$ cat src/rtl/sampler_pkg.sv
// Shared encodings for the digital sample responder: register offsets,
// command codes, FSM states and reserved collector channel ids.
package sampler_pkg;

    localparam logic [7:0]  REG_DIVISOR = 8'd1;
    localparam logic [7:0]  REG_COMMAND = 8'd5;

    localparam logic [31:0] CMD_START = 32'd1;
    localparam logic [31:0] CMD_STOP  = 32'd2;
    localparam logic [31:0] CMD_RESET = 32'd5;

    localparam logic [7:0]  CHAN_RESERVED_LO = 8'd0;
    localparam logic [7:0]  CHAN_RESERVED_HI = 8'd255;

    typedef enum logic [1:0] {
        IDLE  = 2'd0,
        ARMED = 2'd1,
        RUN   = 2'd2
    } state_t;

endpackage

$ cat src/rtl/sample_fetch_responder.sv
// Collector fetch responder: matches the channel id, snapshots the sample
// word and drives it onto the OR-combined bus for a two-cycle window.
module sample_fetch_responder #(
    parameter int POSITION = 16
) (
    input  logic        clk,
    input  logic        rst,
    input  logic        output_sample,
    input  logic [7:0]  channel_select,
    input  logic [31:0] word,
    output logic [31:0] sample_data
);

    logic        request;
    logic [31:0] snapshot;
    logic [1:0]  window;

    assign request = output_sample && (channel_select == 8'(POSITION));

    // A fresh request always restarts the window with a new snapshot.
    always_ff @(posedge clk or posedge rst) begin
        if (rst) begin
            snapshot <= '0;
            window   <= '0;
        end else if (request) begin
            snapshot <= word;
            window   <= 2'd2;
        end else if (window != 2'd0) begin
            window   <= window - 2'd1;
        end
    end

    assign sample_data = (window != 2'd0) ? snapshot : '0;

endmodule

$ cat src/rtl/digital_sample_responder.sv
// Per-channel digital pin sampler with command-bus control and collector fetch.
// Define SAMPLE_TIMESTAMP_EN to stamp transitions with a 16-bit tick index.
module digital_sample_responder #(
    parameter int POSITION    = 16,
    parameter int DIV_WIDTH   = 16,
    parameter int COUNT_WIDTH = 12
) (
    input  logic        clk,
    input  logic        rst,
    input  logic [15:0] addr,
    input  logic [31:0] cmd_data_in,
    input  logic        cs,
    input  logic        wr,
    input  logic        output_sample,
    input  logic [7:0]  channel_select,
    input  logic        global_clock_running,
    input  logic        pin_in,
    output logic [31:0] sample_data,
    output logic        running
);

    import sampler_pkg::*;

    logic                   enable;
    logic                   wr_div;
    logic                   wr_cmd;
    logic                   cmd_start;
    logic                   cmd_stop;
    logic                   cmd_reset;
    logic [1:0]             sync_q;
    logic                   pin_sync;
    state_t                 state;
    state_t                 state_next;
    logic [DIV_WIDTH-1:0]   divisor;
    logic [DIV_WIDTH-1:0]   presc;
    logic                   tick;
    logic                   level;
    logic [COUNT_WIDTH-1:0] count;
    logic [31:0]            word;

    assign enable    = cs && wr && (addr[15:8] == 8'(POSITION));
    assign wr_div    = enable && (addr[7:0] == REG_DIVISOR);
    assign wr_cmd    = enable && (addr[7:0] == REG_COMMAND);
    assign cmd_start = wr_cmd && (cmd_data_in == CMD_START);
    assign cmd_stop  = wr_cmd && (cmd_data_in == CMD_STOP);
    assign cmd_reset = wr_cmd && (cmd_data_in == CMD_RESET);

    always_ff @(posedge clk or posedge rst) begin
        if (rst) sync_q <= '0;
        else     sync_q <= {sync_q[0], pin_in};
    end

    assign pin_sync = sync_q[1];

    always_ff @(posedge clk or posedge rst) begin
        if (rst) state <= IDLE;
        else     state <= state_next;
    end

    always_comb begin
        state_next = state;
        if (cmd_reset) begin
            state_next = IDLE;
        end else begin
            unique case (state)
                IDLE:    if (cmd_start) state_next = ARMED;
                ARMED:   if (cmd_stop) state_next = IDLE;
                         else if (global_clock_running) state_next = RUN;
                RUN:     if (cmd_stop) state_next = IDLE;
                         else if (!global_clock_running) state_next = ARMED;
                default: state_next = IDLE;
            endcase
        end
    end

    assign running = (state == RUN);
    assign tick    = running && (presc == divisor);

    always_ff @(posedge clk or posedge rst) begin
        if (rst) begin
            divisor <= '0;
            presc   <= '0;
            level   <= 1'b0;
            count   <= '0;
        end else if (cmd_reset) begin
            divisor <= '0;
            presc   <= '0;
            level   <= 1'b0;
            count   <= '0;
        end else begin
            if (wr_div) divisor <= cmd_data_in[DIV_WIDTH-1:0];
            if (!running || wr_div || tick) presc <= '0;
            else                            presc <= presc + 1'b1;
            if (tick) begin
                level <= pin_sync;
                if (pin_sync != level) count <= count + 1'b1;
            end
        end
    end

`ifdef SAMPLE_TIMESTAMP_EN
    logic [15:0] tick_cnt;
    logic [15:0] stamp;

    always_ff @(posedge clk or posedge rst) begin
        if (rst) begin
            tick_cnt <= '0;
            stamp    <= '0;
        end else if (cmd_reset) begin
            tick_cnt <= '0;
            stamp    <= '0;
        end else if (tick) begin
            tick_cnt <= tick_cnt + 16'd1;
            if (pin_sync != level) stamp <= tick_cnt;
        end
    end
`endif

    // Word only changes on transitions, keeping collector dedup effective.
    always_comb begin
        word                = '0;
        word[0]             = level;
        word[COUNT_WIDTH:1] = count;
`ifdef SAMPLE_TIMESTAMP_EN
        word[31:16]         = stamp;
`endif
    end

    sample_fetch_responder #(
        .POSITION(POSITION)
    ) u_fetch (
        .clk           (clk),
        .rst           (rst),
        .output_sample (output_sample),
        .channel_select(channel_select),
        .word          (word),
        .sample_data   (sample_data)
    );

endmodule

$ cat config.mk
export PLATFORM = sky130hd
export DESIGN_NAME = digital_sample_responder
export DESIGN_NICKNAME = d
export VERILOG_FILES = /design/src/rtl/sampler_pkg.sv /design/src/rtl/sample_fetch_responder.sv /design/src/rtl/digital_sample_responder.sv
export SDC_FILE = /design/constraint.sdc
export NUM_CORES = 1
export LEC_CHECK = 0
export CORE_ASPECT_RATIO = 1.5
export CORE_MARGIN = 4
export CORE_UTILIZATION = 48
export DETAILED_ROUTE_END_ITERATION = 16
export HOLD_SLACK_MARGIN = 0.06
export PLACE_DENSITY = 0.8
export SLEW_MARGIN = 10
export SYNTH_ARGS = -nofsm -noshare
export SYNTH_HDL_FRONTEND = slang
export SYNTH_SLANG_ARGS = --single-unit
$ cat constraint.sdc
create_clock -name clk -period 2.7 [get_ports clk]
set_clock_uncertainty 0.05 [all_clocks]
set_input_delay 0.54 -clock clk [delete_from_list [all_inputs] [get_ports clk]]
set_output_delay 0.54 -clock clk [all_outputs]
set_load 0.1 [all_outputs]
==> report_table.html, run 1 <==
<table>
<tr><th>Metric</th><th>Value</th></tr>
<tr><th colspan="2">Power and ir drop</th></tr>
<tr><td>Post-layout total power</td><td>2.58 mW</td></tr>
<tr><td>Worst vdd ir</td><td>0.324 mV</td></tr>
<tr><td>Total power divided by cell area</td><td>578 nW/um^2</td></tr>
<tr><td>Reported leakage power</td><td>2.13 nW</td></tr>
<tr><th colspan="2">Place</th></tr>
<tr><td>Number of buffers added on ports</td><td>76</td></tr>
<tr><td>Post-placement cell count</td><td>~490</td></tr>
<tr><td>Half-perimeter wire length after detailed placement</td><td>5740 um</td></tr>
<tr><td>RD Place Congestion</td><td>~0.84</td></tr>
<tr><td>Setup slack after placement</td><td>0.0393 ns</td></tr>
<tr><th colspan="2">Clocking</th></tr>
<tr><td>Clock root cell</td><td>sky130_fd_sc_hd__clkbuf_8</td></tr>
<tr><td>Number of setup buffers added after CTS</td><td>0</td></tr>
<tr><td>Total of cells resized after clock tree synthesis</td><td>0</td></tr>
<tr><td>Deepest level of the CTS H-tree</td><td>3</td></tr>
<tr><td>Worst skew pair latency</td><td>0.35 ns</td></tr>
<tr><td>Number of CTS-inserted buffers</td><td>9</td></tr>
<tr><td>CTS max path bufs</td><td>2</td></tr>
<tr><td>TritonCTS clock tree</td><td>done</td></tr>
<tr><td>Sinks on the clock net</td><td>64</td></tr>
<tr><td>Clock-pin slew reported for the worst setup and hold paths after clock tree synthesis</td><td>0.07 ns</td></tr>
<tr><td>Hold Buf Count CTS</td><td>0</td></tr>
<tr><th colspan="2">Detailed routing</th></tr>
<tr><td>First drt pass iteration count</td><td>4</td></tr>
<tr><td>Via count</td><td>about 2600</td></tr>
<tr><td>DRC viols</td><td>0</td></tr>
<tr><td>Total wire length</td><td>approximately 7600 um</td></tr>
<tr><td>WL per Instance</td><td>15.1 um</td></tr>
<tr><td>Detailed router's first-iteration violation count</td><td>174</td></tr>
<tr><td>DRT antenna net count</td><td>0</td></tr>
<tr><td>Vias per inst</td><td>5.20</td></tr>
<tr><th colspan="2">STA</th></tr>
<tr><td>Final slew viol count</td><td>0</td></tr>
<tr><td>Post-layout worst setup margin</td><td>0.399 ns</td></tr>
<tr><td>Setup-violating endpoint count in the final report</td><td>0</td></tr>
<tr><td>Highest Clock Rate</td><td>435 MHz</td></tr>
<tr><td>Actual transition at the worst max-transition pin</td><td>0.530 ns</td></tr>
<tr><td>Post-layout min period</td><td>~2.3 ns</td></tr>
<tr><td>Setup repair after global routing missed its margin</td><td>false</td></tr>
<tr><td>Worst-case headroom to the max-slew limit</td><td>around two thirds</td></tr>
<tr><td>Period Utilization, post-route</td><td>85.2%</td></tr>
<tr><td>Final Hold Fails</td><td>0</td></tr>
<tr><td>Total negative setup slack</td><td>0 ns</td></tr>
<tr><th colspan="2">Floorplan</th></tr>
<tr><td>Starting density of the core</td><td>49.3%</td></tr>
<tr><td>Number of placement rows</td><td>37</td></tr>
<tr><td>Ports placed on the boundary</td><td>96</td></tr>
<tr><td>Floorplan core area</td><td>6850 sq um</td></tr>
<tr><td>Y dimension of the die</td><td>between 100 and 150 um</td></tr>
<tr><td>Full die area</td><td>about 8500 sq um</td></tr>
<tr><td>Die boundary width</td><td>76.5 um</td></tr>
<tr><th colspan="2">GRT</th></tr>
<tr><td>GR met1 Demand/Resource</td><td>between 20% and 30%</td></tr>
<tr><td>Wire length of the first global-routing pass</td><td>12800 um</td></tr>
<tr><td>Via count of the first global-routing pass</td><td>2697</td></tr>
<tr><td>Overall Global Routing Usage</td><td>a little under a fifth</td></tr>
<tr><td>Global-route congestion overflow total</td><td>0</td></tr>
<tr><td>Largest net degree at the start of global routing</td><td>45</td></tr>
<tr><td>Highest-utilization routing layer at the global route stage</td><td>met2</td></tr>
<tr><td>Met2 GRT Util</td><td>between 30% and 40%</td></tr>
<tr><td>Met3 Track Usage GR</td><td>5.12%</td></tr>
<tr><td>Number of antenna violations at the first check in global routing</td><td>0</td></tr>
<tr><th colspan="2">Synth</th></tr>
<tr><td>Post-synthesis register bit count</td><td>64</td></tr>
<tr><td>Number of unique standard cell types used by synthesis</td><td>40</td></tr>
<tr><td>Post-Syn Instances</td><td>about 340</td></tr>
<tr><td>Share of synthesized registers carrying an async set or reset</td><td>100%</td></tr>
<tr><td>Top flip-flop cell by instance count after synthesis</td><td>sky130_fd_sc_hd__dfrtp_1</td></tr>
<tr><td>Proportion of synthesized chip area in sequential cells</td><td>47.4%</td></tr>
<tr><td>Yosys warning total</td><td>0</td></tr>
<tr><td>Post-Syn Area</td><td>3380 sq um</td></tr>
<tr><td>Syn_area_per_cell</td><td>10.1 sq um</td></tr>
<tr><td>Number of enable-type register cells in the synthesized netlist</td><td>0</td></tr>
<tr><th colspan="2">Cells and area</th></tr>
<tr><td>Net count reported at finish</td><td>485</td></tr>
<tr><td>Fraction of layout cells with a size suffix above 1</td><td>12.7%</td></tr>
<tr><td>Cell Count, Final, Fillers Out</td><td>502</td></tr>
<tr><td>Area Growth Syn to Fin</td><td>32.1%</td></tr>
<tr><td>Multi-input gate area</td><td>approximately 1600 sq um</td></tr>
<tr><td>Reg area</td><td>roughly 1600 sq um</td></tr>
<tr><td>Total of fill cells in the finished design</td><td>~530</td></tr>
<tr><td>Commonest non-fill, non-tap cell in the layout</td><td>sky130_fd_sc_hd__dfrtp_1</td></tr>
<tr><td>Antenna fix cells</td><td>0</td></tr>
<tr><td>Most frequent cells in the layout</td><td>sky130_fd_sc_hd__dfrtp_1 (64), sky130_fd_sc_hd__clkdlybuf4s50_1 (62), sky130_fd_sc_hd__nor2_1 (51), sky130_fd_sc_hd__xnor2_1 (25), sky130_fd_sc_hd__conb_1 (19)</td></tr>
<tr><th colspan="2">Setup path</th></tr>
<tr><td>Crit path cell chain</td><td>clkdlybuf4s50_1 -&gt; nor4_1 -&gt; buf_4 -&gt; nand2_1 -&gt; nor3_1 -&gt; nand3_1 -&gt; nand4b_1 -&gt; buf_12 -&gt; nor2_1</td></tr>
<tr><td>Cell type of the slowest stage on the worst timing path</td><td>sky130_fd_sc_hd__clkdlybuf4s50_1</td></tr>
<tr><td>Critical path arrival</td><td>2.48 ns</td></tr>
<tr><td>Endpoint class of the critical path</td><td>register</td></tr>
<tr><td>Path type of the worst setup path</td><td>in -&gt; reg</td></tr>
<tr><td>Startpoint kind of the worst setup timing path</td><td>primary input</td></tr>
<tr><td>Slowest cell delay on critical path</td><td>0.46 ns</td></tr>
<tr><td>Critical path fanouts, max</td><td>16</td></tr>
<tr><td>Worst Path Required</td><td>2.88 ns</td></tr>
<tr><th colspan="2">Status</th></tr>
<tr><td>Result of the run</td><td>finished clean</td></tr>
<tr><th colspan="2">Job</th></tr>
<tr><td># Max-Cap Violations</td><td>0</td></tr>
<tr><th colspan="2">Hold path</th></tr>
<tr><td>Path class of the lowest-slack min-delay path</td><td>reg -&gt; reg</td></tr>
</table>
[kinds of logic (layout without fill, tap and decap cells)]
group	Yosys count	after routing	synth area share, %
compound gates	14	14	3.00
xor+xnor	41	41	10.6
fa+ha+maj	3	3	1.11
buf+inv	40	111	6.82
flops	64	64	47.4
mux	27	27	8.41
other cells	1	19	0.111
simple gates	145	145	22.5
[report_power, final]
group | total, mW | internal [mW] | switching [mW]
sequential | 1.01 | 0.993 | 0.0136
clock | 0.976 | 0.610 | 0.366
combinational | 0.598 | 0.198 | 0.400
total | 2.58 | 1.80 | 0.780
[synthesized netlist by cell type (7+ instances only)]
| cell type | count | share of area (%) |
|---|---|---|
| sky130_fd_sc_hd__xnor2_1 | 25 | 6.5 |
| sky130_fd_sc_hd__inv_1 | 11 | 1.2 |
| sky130_fd_sc_hd__and3_1 | 7 | 1.3 |
| sky130_fd_sc_hd__nor2b_1 | 13 | 2.4 |
| sky130_fd_sc_hd__nor2_1 | 51 | 5.7 |
| sky130_fd_sc_hd__dfrtp_1 | 64 | 47 |
| sky130_fd_sc_hd__nor3_1 | 10 | 1.5 |
| sky130_fd_sc_hd__xor2_1 | 16 | 4.2 |
| sky130_fd_sc_hd__nand2_1 | 17 | 1.9 |
| sky130_fd_sc_hd__mux2_2 | 11 | 3.7 |
| sky130_fd_sc_hd__nand3_1 | 13 | 1.9 |
| sky130_fd_sc_hd__mux2i_1 | 16 | 4.7 |
| sky130_fd_sc_hd__buf_4 | 20 | 4.4 |
| sky130_fd_sc_hd__nor4_1 | 10 | 1.9 |
[registers in the layout (all words and copies together) (netlist names)]
register and flops:
sync_q 2, state 2, presc 16, level 1, count 12, divisor 16, u_fetch.window 2, u_fetch.snapshot 13
[worst paths after layout]
kind,cells past startpoint,to,start,slack (ns)
max reg2reg,6,count[3],level,0.58
min,0,sync_q[1],sync_q[0],0.31
min reg2reg,0,sync_q[1],sync_q[0],0.31
min in group asynchronous,2,u_fetch.snapshot[8],rst,0.47
max,9,presc[6],cmd_data_in[13],0.40
max in group asynchronous,3,presc[0],rst,1.55
[cell type report]
class                   count  area share [%]
flip-flops and latches     64            35.9
inverters                  11           0.926
multi-input cells         249            36.1
clock buffers              10            2.86
repair buffers             84            19.6
clock inverters             6            2.41
well taps                  78            2.19
[metal layers]
metal | share of wire [%] | wire length, um
met1 | 37 | 2810
met2 | 56 | 4230
met3 | 4.4 | 338
met4 | 2.8 | 215
met5 | 0 | 0
[through the flow]
step	utilization [%]	hold slack, ns	cell area (sq um)
6_report	65.1	0.307	4460
5_1_grt	65.1	0.323	4460
4_1_cts	65.1	0.310	4460
3_5_place_dp	61.7	0.288	4230
3_3_place_gp	61.7	0.288	4230
2_1_floorplan	-	0.281	3440
[worst max-delay path: cells and delay by family]
kind / cells / cell delay [ns]
buffers and inverters: 3 / 0.77
and+or+nand+nor: 6 / 1.18
(Power assumes the default switching activity.)
==> inputs of run 2 (changes only) <==
CORE_UTILIZATION = 43   (was 48)
PLACE_DENSITY = 0.76   (was 0.8)
SKIP_CTS_REPAIR_TIMING = 1   (was default)
SKIP_LAST_GASP = 1   (was default)
clock period = 2.1 ns   (was 2.7 ns; I/O delays follow)
==> run 2 against run 1 <==
Critical path depth decreased by 1. Die area increased by 11%. Hold slack improved by 0.00093 ns. Flip-flop and latch count unchanged. Count of clock-buffer cells in the layout increased by 1. Setup slack got worse by 0.38 ns. Sequential power increased by 29%. Clock power increased by 48%. Register-to-register slack got worse by 0.56 ns. Final area increased by 13%. Non-clock buffer count increased by 24. Critical endpoint is now presc[2]. Largest cell class unchanged. Highest routed layer unchanged.
==> report_table.html, run 2 (synthesized netlist as in run 1, its figures left out) <==
<table>
<tr><th>Metric</th><th>Value</th></tr>
<tr><th colspan="2">Clocking</th></tr>
<tr><td>Worst skew pair latency</td><td>0.33 ns (-0.02 ns)</td></tr>
<tr><td>Clock root cell</td><td>sky130_fd_sc_hd__clkbuf_16</td></tr>
<tr><td>Sinks on the clock net</td><td>64 (unchanged)</td></tr>
<tr><td>TritonCTS clock tree</td><td>done</td></tr>
<tr><td>CTS max path bufs</td><td>2 (unchanged)</td></tr>
<tr><td>Number of CTS-inserted buffers</td><td>9 (unchanged)</td></tr>
<tr><td>Clock-pin slew reported for the worst setup and hold paths after clock tree synthesis</td><td>0.05 ns (-0.02 ns)</td></tr>
<tr><td>Deepest level of the CTS H-tree</td><td>3 (unchanged)</td></tr>
<tr><th colspan="2">Detailed routing</th></tr>
<tr><td>WL per Instance</td><td>15.2 um (+0.12%)</td></tr>
<tr><td>Via count</td><td>2791 (+7.0%)</td></tr>
<tr><td>Total wire length</td><td>8320 um (+9.5%)</td></tr>
<tr><td>Detailed router's first-iteration violation count</td><td>71 (-59%)</td></tr>
<tr><td>DRT antenna net count</td><td>0 (unchanged)</td></tr>
<tr><td>DRC viols</td><td>0 (unchanged)</td></tr>
<tr><td>Vias per inst</td><td>5.08 (-2.1%)</td></tr>
<tr><td>First drt pass iteration count</td><td>4 (unchanged)</td></tr>
<tr><th colspan="2">Setup path</th></tr>
<tr><td>Slowest cell delay on critical path</td><td>0.43 ns (-0.03 ns)</td></tr>
<tr><td>Cell type of the slowest stage on the worst timing path</td><td>sky130_fd_sc_hd__dfrtp_1</td></tr>
<tr><td>Critical path arrival</td><td>2.24 ns (-0.24 ns)</td></tr>
<tr><td>Startpoint kind of the worst setup timing path</td><td>register</td></tr>
<tr><td>Critical path fanouts, max</td><td>16 (unchanged)</td></tr>
<tr><td>Endpoint class of the critical path</td><td>register</td></tr>
<tr><td>Crit path cell chain</td><td>xor2_1 -&gt; nor4_2 -&gt; nand4_1 -&gt; buf_4 -&gt; nor2_2 -&gt; nand4b_1 -&gt; buf_12 -&gt; nor2_1</td></tr>
<tr><td>Worst Path Required</td><td>2.26 ns (-0.62 ns)</td></tr>
<tr><td>Path type of the worst setup path</td><td>reg -&gt; reg</td></tr>
<tr><th colspan="2">STA</th></tr>
<tr><td>Highest Clock Rate</td><td>a little under 500 MHz</td></tr>
<tr><td>Final slew viol count</td><td>0 (unchanged)</td></tr>
<tr><td>Setup repair after global routing missed its margin</td><td>true</td></tr>
<tr><td>Final Hold Fails</td><td>0 (unchanged)</td></tr>
<tr><td>Post-layout min period</td><td>2.08 ns</td></tr>
<tr><td>Period Utilization, post-route</td><td>99.0%</td></tr>
<tr><td>Setup-violating endpoint count in the final report</td><td>0 (unchanged)</td></tr>
<tr><th colspan="2">Cells and area</th></tr>
<tr><td>Commonest non-fill, non-tap cell in the layout</td><td>sky130_fd_sc_hd__dfrtp_1</td></tr>
<tr><td>Final core occ</td><td>66.2% (+1.1 points)</td></tr>
<tr><td>Antenna fix cells</td><td>0 (unchanged)</td></tr>
<tr><td>Top Registers</td><td>divisor (16), presc (16), u_fetch.snapshot (13)</td></tr>
<tr><td>Net count reported at finish</td><td>509 (+4.9%)</td></tr>
<tr><td>Total of fill cells in the finished design</td><td>611 (+16%)</td></tr>
<tr><td>Fraction of layout cells with a size suffix above 1</td><td>22.4% (+9.6 points)</td></tr>
<tr><td>Area Growth Syn to Fin</td><td>49.3%</td></tr>
<tr><td>Most frequent cells in the layout</td><td>sky130_fd_sc_hd__dfrtp_1 (64), sky130_fd_sc_hd__clkdlybuf4s50_1 (62), sky130_fd_sc_hd__nor2_1 (50), sky130_fd_sc_hd__buf_4 (27), sky130_fd_sc_hd__xnor2_1 (25)</td></tr>
<tr><td>Cell Count, Final, Fillers Out</td><td>549 (+9.4%)</td></tr>
<tr><th colspan="2">Floorplan</th></tr>
<tr><td>Die boundary width</td><td>80.3 um (+5.1%)</td></tr>
<tr><td>Starting density of the core</td><td>44.3% (-4.9 points)</td></tr>
<tr><td>Floorplan core area</td><td>7610 sq um (+11%)</td></tr>
<tr><td>Ports placed on the boundary</td><td>96 (unchanged)</td></tr>
<tr><td>Y dimension of the die</td><td>117 um (+5.2%)</td></tr>
<tr><td>Full die area</td><td>9360 sq um (+11%)</td></tr>
<tr><td>Number of placement rows</td><td>39 (+5.4%)</td></tr>
<tr><th colspan="2">Power and ir drop</th></tr>
<tr><td>Total power divided by cell area</td><td>729 nW/um^2 (+26%)</td></tr>
<tr><td>Reported leakage power</td><td>2.36 nW (+11%)</td></tr>
<tr><td>Worst vdd ir</td><td>0.428 mV (+32%)</td></tr>
<tr><th colspan="2">GRT</th></tr>
<tr><td>Wire length of the first global-routing pass</td><td>13500 um (+5.6%)</td></tr>
<tr><td>Largest net degree at the start of global routing</td><td>31 (-31%)</td></tr>
<tr><td>Overall Global Routing Usage</td><td>19.0% (+0.057 points)</td></tr>
<tr><td>Via count of the first global-routing pass</td><td>3020 (+12%)</td></tr>
<tr><td>Global-route congestion overflow total</td><td>0 (unchanged)</td></tr>
<tr><td>Number of antenna violations at the first check in global routing</td><td>0 (unchanged)</td></tr>
<tr><th colspan="2">Place</th></tr>
<tr><td>Number of buffers added on ports</td><td>76 (unchanged)</td></tr>
<tr><td>RD Place Congestion</td><td>0.844 (+0.51%)</td></tr>
<tr><td>Half-perimeter wire length after detailed placement</td><td>6510 um (+13%)</td></tr>
<tr><td>Post-placement cell count</td><td>534 (+9.9%)</td></tr>
<tr><th colspan="2">Job</th></tr>
<tr><td># Max-Cap Violations</td><td>0 (unchanged)</td></tr>
<tr><th colspan="2">Hold path</th></tr>
<tr><td>Path class of the lowest-slack min-delay path</td><td>reg -&gt; reg</td></tr>
<tr><th colspan="2">Status</th></tr>
<tr><td>Result of the run</td><td>finished clean</td></tr>
</table>
run 2: changes by cell type in the layout (fill, tap and decap cells not counted), sizes merged:
cell	delta
buf	+24
bufinv	-2
clkbuf	+1
clkinvlp	-1
clkinv	+1
run 2: metrics by stage:
| stage | instance area, sq um | power, mW | TNS [ns] | hold slack (ns) | worst slack, ns |
|---|---|---|---|---|---|
| floorplan | 3620 | 1.94 | -6.07 | 0.281 | -0.359 |
| global placement | 4740 | 2.23 | -10.71 | 0.294 | -0.311 |
| detailed placement | 4740 | 2.26 | -12.26 | 0.307 | -0.385 |
| CTS | 5020 | 3.69 | -0.996 | 0.313 | -0.0573 |
| global route | 5040 | 3.79 | -1.15 | 0.314 | -0.0716 |
| finish | 5040 | 3.68 | 0 | 0.308 | 0.0205 |
run 2: final timing paths:
path	from	end	slack (ns)	cells after the start
max	presc[8]	presc[2]	0.02	8
min in group asynchronous	rst	u_fetch.snapshot[9]	0.35	2
min	sync_q[0]	sync_q[1]	0.31	0
max reg2reg	presc[8]	presc[2]	0.02	8
min reg2reg	sync_q[0]	sync_q[1]	0.31	0
max in group asynchronous	rst	divisor[0]	1.14	3
run 2: per-layer routing:
metal	track usage, %	wire length, um	vias to the layer above
li1	-	-	1319
met1	18.8	2930	1386
met2	37.1	4860	67
met3	3.86	317	19
met4	8.57	214	0
met5	0	0	-
run 2: area by class of cell:
class / count / area [sq um] / share of cell area (%)
Inverter: 11 / 41.3 / 0.819
Clock inverter: 4 / 45.0 / 0.894
Multi-Input combinational cell: 249 / 1790 / 35.5
Tap cell: 102 / 128 / 2.53
Clock buffer: 11 / 243 / 4.82
Timing Repair Buffer: 108 / 1190 / 23.7
Sequential cell: 64 / 1600 / 31.8
run 2: critical path, delay by kind of cell, from the launching register on:
kind,cells,cell delay (ns)
and+or+nand+nor,5,0.92
DFF,1,0.43
buffers and inverters,2,0.39
xor gates and xnor gates,1,0.17
run 2: report_power, final:
group	internal, mW	leakage, nW	switching [mW]	total (mW)
logic	0.361	1.40	0.579	0.941
clock network	0.936	0.145	0.499	1.44
registers	1.28	0.812	0.0201	1.30
total	2.58	2.36	1.10	3.68
==> inputs of run 3 (changes only) <==
CORE_MARGIN = 2   (was 4)
==> run 3 against run 2 <==
The run now ends with setup timing left. Count of clock-buffer cells in the layout is 3 higher. Final area is 5.4% higher. Register-to-register slack worse by 0.03 ns. Critical endpoint is now presc[6]. Largest cell class unchanged. Largest power group unchanged.
==> report_table.html, run 3 (synthesized netlist as in run 1, its figures left out) <==
<table>
<tr><th>Metric</th><th>Value</th></tr>
<tr><th colspan="2">GRT</th></tr>
<tr><td>Number of antenna violations at the first check in global routing</td><td>0 (unchanged)</td></tr>
<tr><td>Global-route congestion overflow total</td><td>0 (unchanged)</td></tr>
<tr><td>Largest net degree at the start of global routing</td><td>65 (+110%)</td></tr>
<tr><td>Via count of the first global-routing pass</td><td>2981 (-1.3%)</td></tr>
<tr><td>Wire length of the first global-routing pass</td><td>13800 um (+2.0%)</td></tr>
<tr><td>Overall Global Routing Usage</td><td>20.1% (+1.1 points)</td></tr>
<tr><th colspan="2">Clocking</th></tr>
<tr><td>Deepest level of the CTS H-tree</td><td>3 (unchanged)</td></tr>
<tr><td>Number of CTS-inserted buffers</td><td>9 (unchanged)</td></tr>
<tr><td>Sinks on the clock net</td><td>64 (unchanged)</td></tr>
<tr><td>Clock-pin slew reported for the worst setup and hold paths after clock tree synthesis</td><td>0.05 ns (about the same)</td></tr>
<tr><td>CTS max path bufs</td><td>2 (unchanged)</td></tr>
<tr><td>Worst skew pair latency</td><td>0.33 ns (about the same)</td></tr>
<tr><td>TritonCTS clock tree</td><td>done</td></tr>
<tr><td>Clock root cell</td><td>sky130_fd_sc_hd__clkbuf_16</td></tr>
<tr><th colspan="2">Setup path</th></tr>
<tr><td>Cell type of the slowest stage on the worst timing path</td><td>sky130_fd_sc_hd__or3_4</td></tr>
<tr><td>Number of buffer and inverter instances along the worst setup path</td><td>1 (-1)</td></tr>
<tr><td>Worst Path Required</td><td>2.26 ns (about the same)</td></tr>
<tr><td>Endpoint class of the critical path</td><td>register</td></tr>
<tr><td>Path type of the worst setup path</td><td>reg -&gt; reg</td></tr>
<tr><td>Dominant delay contributor by cell family on the critical path</td><td>simple AND/OR/NAND/NOR gates</td></tr>
<tr><td>Launch instance of the worst register-to-register path</td><td>presc[3]</td></tr>
<tr><td>Crit path cell chain</td><td>xnor2_2 -&gt; nand3_1 -&gt; or3_4 -&gt; nor2_4 -&gt; nand4b_1 -&gt; clkbuf_16 -&gt; nor2_1</td></tr>
<tr><td>Capture instance of the worst register-to-register path</td><td>presc[6]</td></tr>
<tr><td>Startpoint kind of the worst setup timing path</td><td>register</td></tr>
<tr><td>Slowest cell delay on critical path</td><td>0.50 ns (+0.07 ns)</td></tr>
<tr><td>Start point of the critical path</td><td>presc[3]</td></tr>
<tr><td>Critical path fanouts, max</td><td>8 (-8)</td></tr>
<tr><td>Number of stages on the worst setup path</td><td>7 (-1)</td></tr>
<tr><td>Critical path arrival</td><td>2.27 ns (+0.03 ns)</td></tr>
<tr><td>Slack of the worst reg-to-reg path</td><td>-0.007 ns (-0.03 ns)</td></tr>
<tr><td>Worst R2R Path Depth</td><td>7 (-1)</td></tr>
<tr><th colspan="2">Detailed routing</th></tr>
<tr><td>DRC viols</td><td>0 (unchanged)</td></tr>
<tr><td>First drt pass iteration count</td><td>4 (unchanged)</td></tr>
<tr><td>Detailed router's first-iteration violation count</td><td>199 (+180%)</td></tr>
<tr><td>Vias per inst</td><td>5.08 (about the same)</td></tr>
<tr><td>DRT antenna net count</td><td>0 (unchanged)</td></tr>
<tr><td>Total wire length</td><td>8830 um (+6.2%)</td></tr>
<tr><td>Via count</td><td>2824 (+1.2%)</td></tr>
<tr><td>WL per Instance</td><td>15.9 um (+4.9%)</td></tr>
<tr><th colspan="2">Floorplan</th></tr>
<tr><td>Floorplan core area</td><td>7610 sq um (unchanged)</td></tr>
<tr><td>Die boundary width</td><td>76.3 um (-5.0%)</td></tr>
<tr><td>Starting density of the core</td><td>44.3% (unchanged)</td></tr>
<tr><td>Ports placed on the boundary</td><td>96 (unchanged)</td></tr>
<tr><td>Full die area</td><td>8590 sq um (-8.2%)</td></tr>
<tr><td>Number of placement rows</td><td>39 (unchanged)</td></tr>
<tr><td>Y dimension of the die</td><td>113 um (-3.4%)</td></tr>
<tr><th colspan="2">Job</th></tr>
<tr><td># Max-Cap Violations</td><td>0 (unchanged)</td></tr>
<tr><th colspan="2">Cells and area</th></tr>
<tr><td>Most frequent cells in the layout</td><td>sky130_fd_sc_hd__dfrtp_1 (63), sky130_fd_sc_hd__clkdlybuf4s50_1 (51), sky130_fd_sc_hd__nor2_1 (49), sky130_fd_sc_hd__buf_4 (30), sky130_fd_sc_hd__xnor2_1 (22)</td></tr>
<tr><td>Commonest non-fill, non-tap cell in the layout</td><td>sky130_fd_sc_hd__dfrtp_1</td></tr>
<tr><td>Fraction of layout cells with a size suffix above 1</td><td>27.3% (+4.9 points)</td></tr>
<tr><td>Cell Count, Final, Fillers Out</td><td>556 (+1.3%)</td></tr>
<tr><td>Total of fill cells in the finished design</td><td>532 (-13%)</td></tr>
<tr><td>Area Growth Syn to Fin</td><td>57.4%</td></tr>
<tr><td>Final core occ</td><td>69.8% (+3.6 points)</td></tr>
<tr><td>Antenna fix cells</td><td>0 (unchanged)</td></tr>
<tr><td>Top Registers</td><td>divisor (16), presc (16), u_fetch.snapshot (13)</td></tr>
<tr><td>Net count reported at finish</td><td>515 (+1.2%)</td></tr>
<tr><th colspan="2">STA</th></tr>
<tr><td>Total negative setup slack</td><td>-0.0183 ns (-0.0183 ns)</td></tr>
<tr><td>Period Utilization, post-route</td><td>100% (+1.3 points)</td></tr>
<tr><td>Post-layout worst setup margin</td><td>-0.00679 ns (-0.0272 ns)</td></tr>
<tr><td>Setup-violating endpoint count in the final report</td><td>3 (+3)</td></tr>
<tr><td>Highest Clock Rate</td><td>475 MHz (-1.3%)</td></tr>
<tr><td>Setup repair after global routing missed its margin</td><td>true</td></tr>
<tr><td>Final slew viol count</td><td>0 (unchanged)</td></tr>
<tr><td>Final Hold Fails</td><td>0 (unchanged)</td></tr>
<tr><td>Post-layout min period</td><td>2.11 ns (+0.0272 ns)</td></tr>
<tr><td>Worst-case headroom to the max-slew limit</td><td>66.6%</td></tr>
<tr><td>Worst hold slack</td><td>0.310 ns (+0.00268 ns)</td></tr>
<tr><td>Actual transition at the worst max-transition pin</td><td>0.500 ns</td></tr>
<tr><th colspan="2">Place</th></tr>
<tr><td>Number of buffers added on ports</td><td>76 (unchanged)</td></tr>
<tr><td>Half-perimeter wire length after detailed placement</td><td>5920 um (-9.1%)</td></tr>
<tr><td>Post-placement cell count</td><td>532 (-0.37%)</td></tr>
<tr><td>RD Place Congestion</td><td>0.873 (+3.5%)</td></tr>
<tr><th colspan="2">Power and ir drop</th></tr>
<tr><td>Post-layout total power</td><td>3.80 mW (+3.4%)</td></tr>
<tr><td>Total power divided by cell area</td><td>715 nW/um^2 (-1.9%)</td></tr>
<tr><td>Worst vdd ir</td><td>0.450 mV (+5.1%)</td></tr>
<tr><td>Reported leakage power</td><td>2.54 nW (+7.9%)</td></tr>
<tr><th colspan="2">Hold path</th></tr>
<tr><td>Path class of the lowest-slack min-delay path</td><td>reg -&gt; reg</td></tr>
<tr><td>Capture endpoint of the worst hold path</td><td>sync_q[1]</td></tr>
<tr><td>Hold Path Origin</td><td>sync_q[0]</td></tr>
<tr><td>Cell depth of the worst hold path</td><td>0 (unchanged)</td></tr>
<tr><th colspan="2">Status</th></tr>
<tr><td>Violations in the final reports</td><td>setup timing</td></tr>
<tr><td>Result of the run</td><td>complete, but fails checks</td></tr>
</table>
[run 3: power breakdown]
group          total, mW  switching [mW]  internal (mW)
clock               1.56           0.510           1.05
combinational      0.944           0.586          0.359
sequential          1.30          0.0207           1.28
[run 3: metal layers]
metal | share of wire [%] | GRT usage, %
met1 | 35 | 21.2
met2 | 59 | 38.3
met3 | 3.6 | 3.70
met5 | 0 | 0
met4 | 2.0 | 8.97
[run 3: through the flow]
step,setup WS (ns),instance area (sq um)
final,-0.00679,5310
after detailed placement,-0.330,4720
after global placement,-0.256,4720
after floorplan,-0.359,3620
after CTS,-0.0512,5040
after global routing,-0.0678,5310
[run 3: layout make-up]
class                           count  area, sq um  area share (%)
Clock inverter                      2         35.0           0.659
Clock buffer                       14          284            5.35
Sequential cell                    64         1600            30.2
Multi-Input combinational cell    249         1910            36.0
Inverter                           11         41.3           0.777
Timing Repair Buffer              114         1310            24.7
Tap cell                          102          128            2.40
[run 3: worst register-to-register path, cell delays in order (launching register included)]
cell	delay, ns
sky130_fd_sc_hd__dfrtp_2	0.45
sky130_fd_sc_hd__xnor2_2	0.17
sky130_fd_sc_hd__nand3_1	0.19
sky130_fd_sc_hd__or3_4	0.50
sky130_fd_sc_hd__nor2_4	0.12
sky130_fd_sc_hd__nand4b_1	0.25
sky130_fd_sc_hd__clkbuf_16	0.22
sky130_fd_sc_hd__nor2_1	0.05
[run 3: worst max-delay path by stage]
stage | slack (ns) | to
floorplan | -0.36 | sample_data[0]
global placement | -0.26 | presc[2]
detailed placement | -0.33 | presc[10]
CTS | -0.05 | sample_data[10]
global route | -0.07 | state[0]
finish | -0.007 | presc[6]
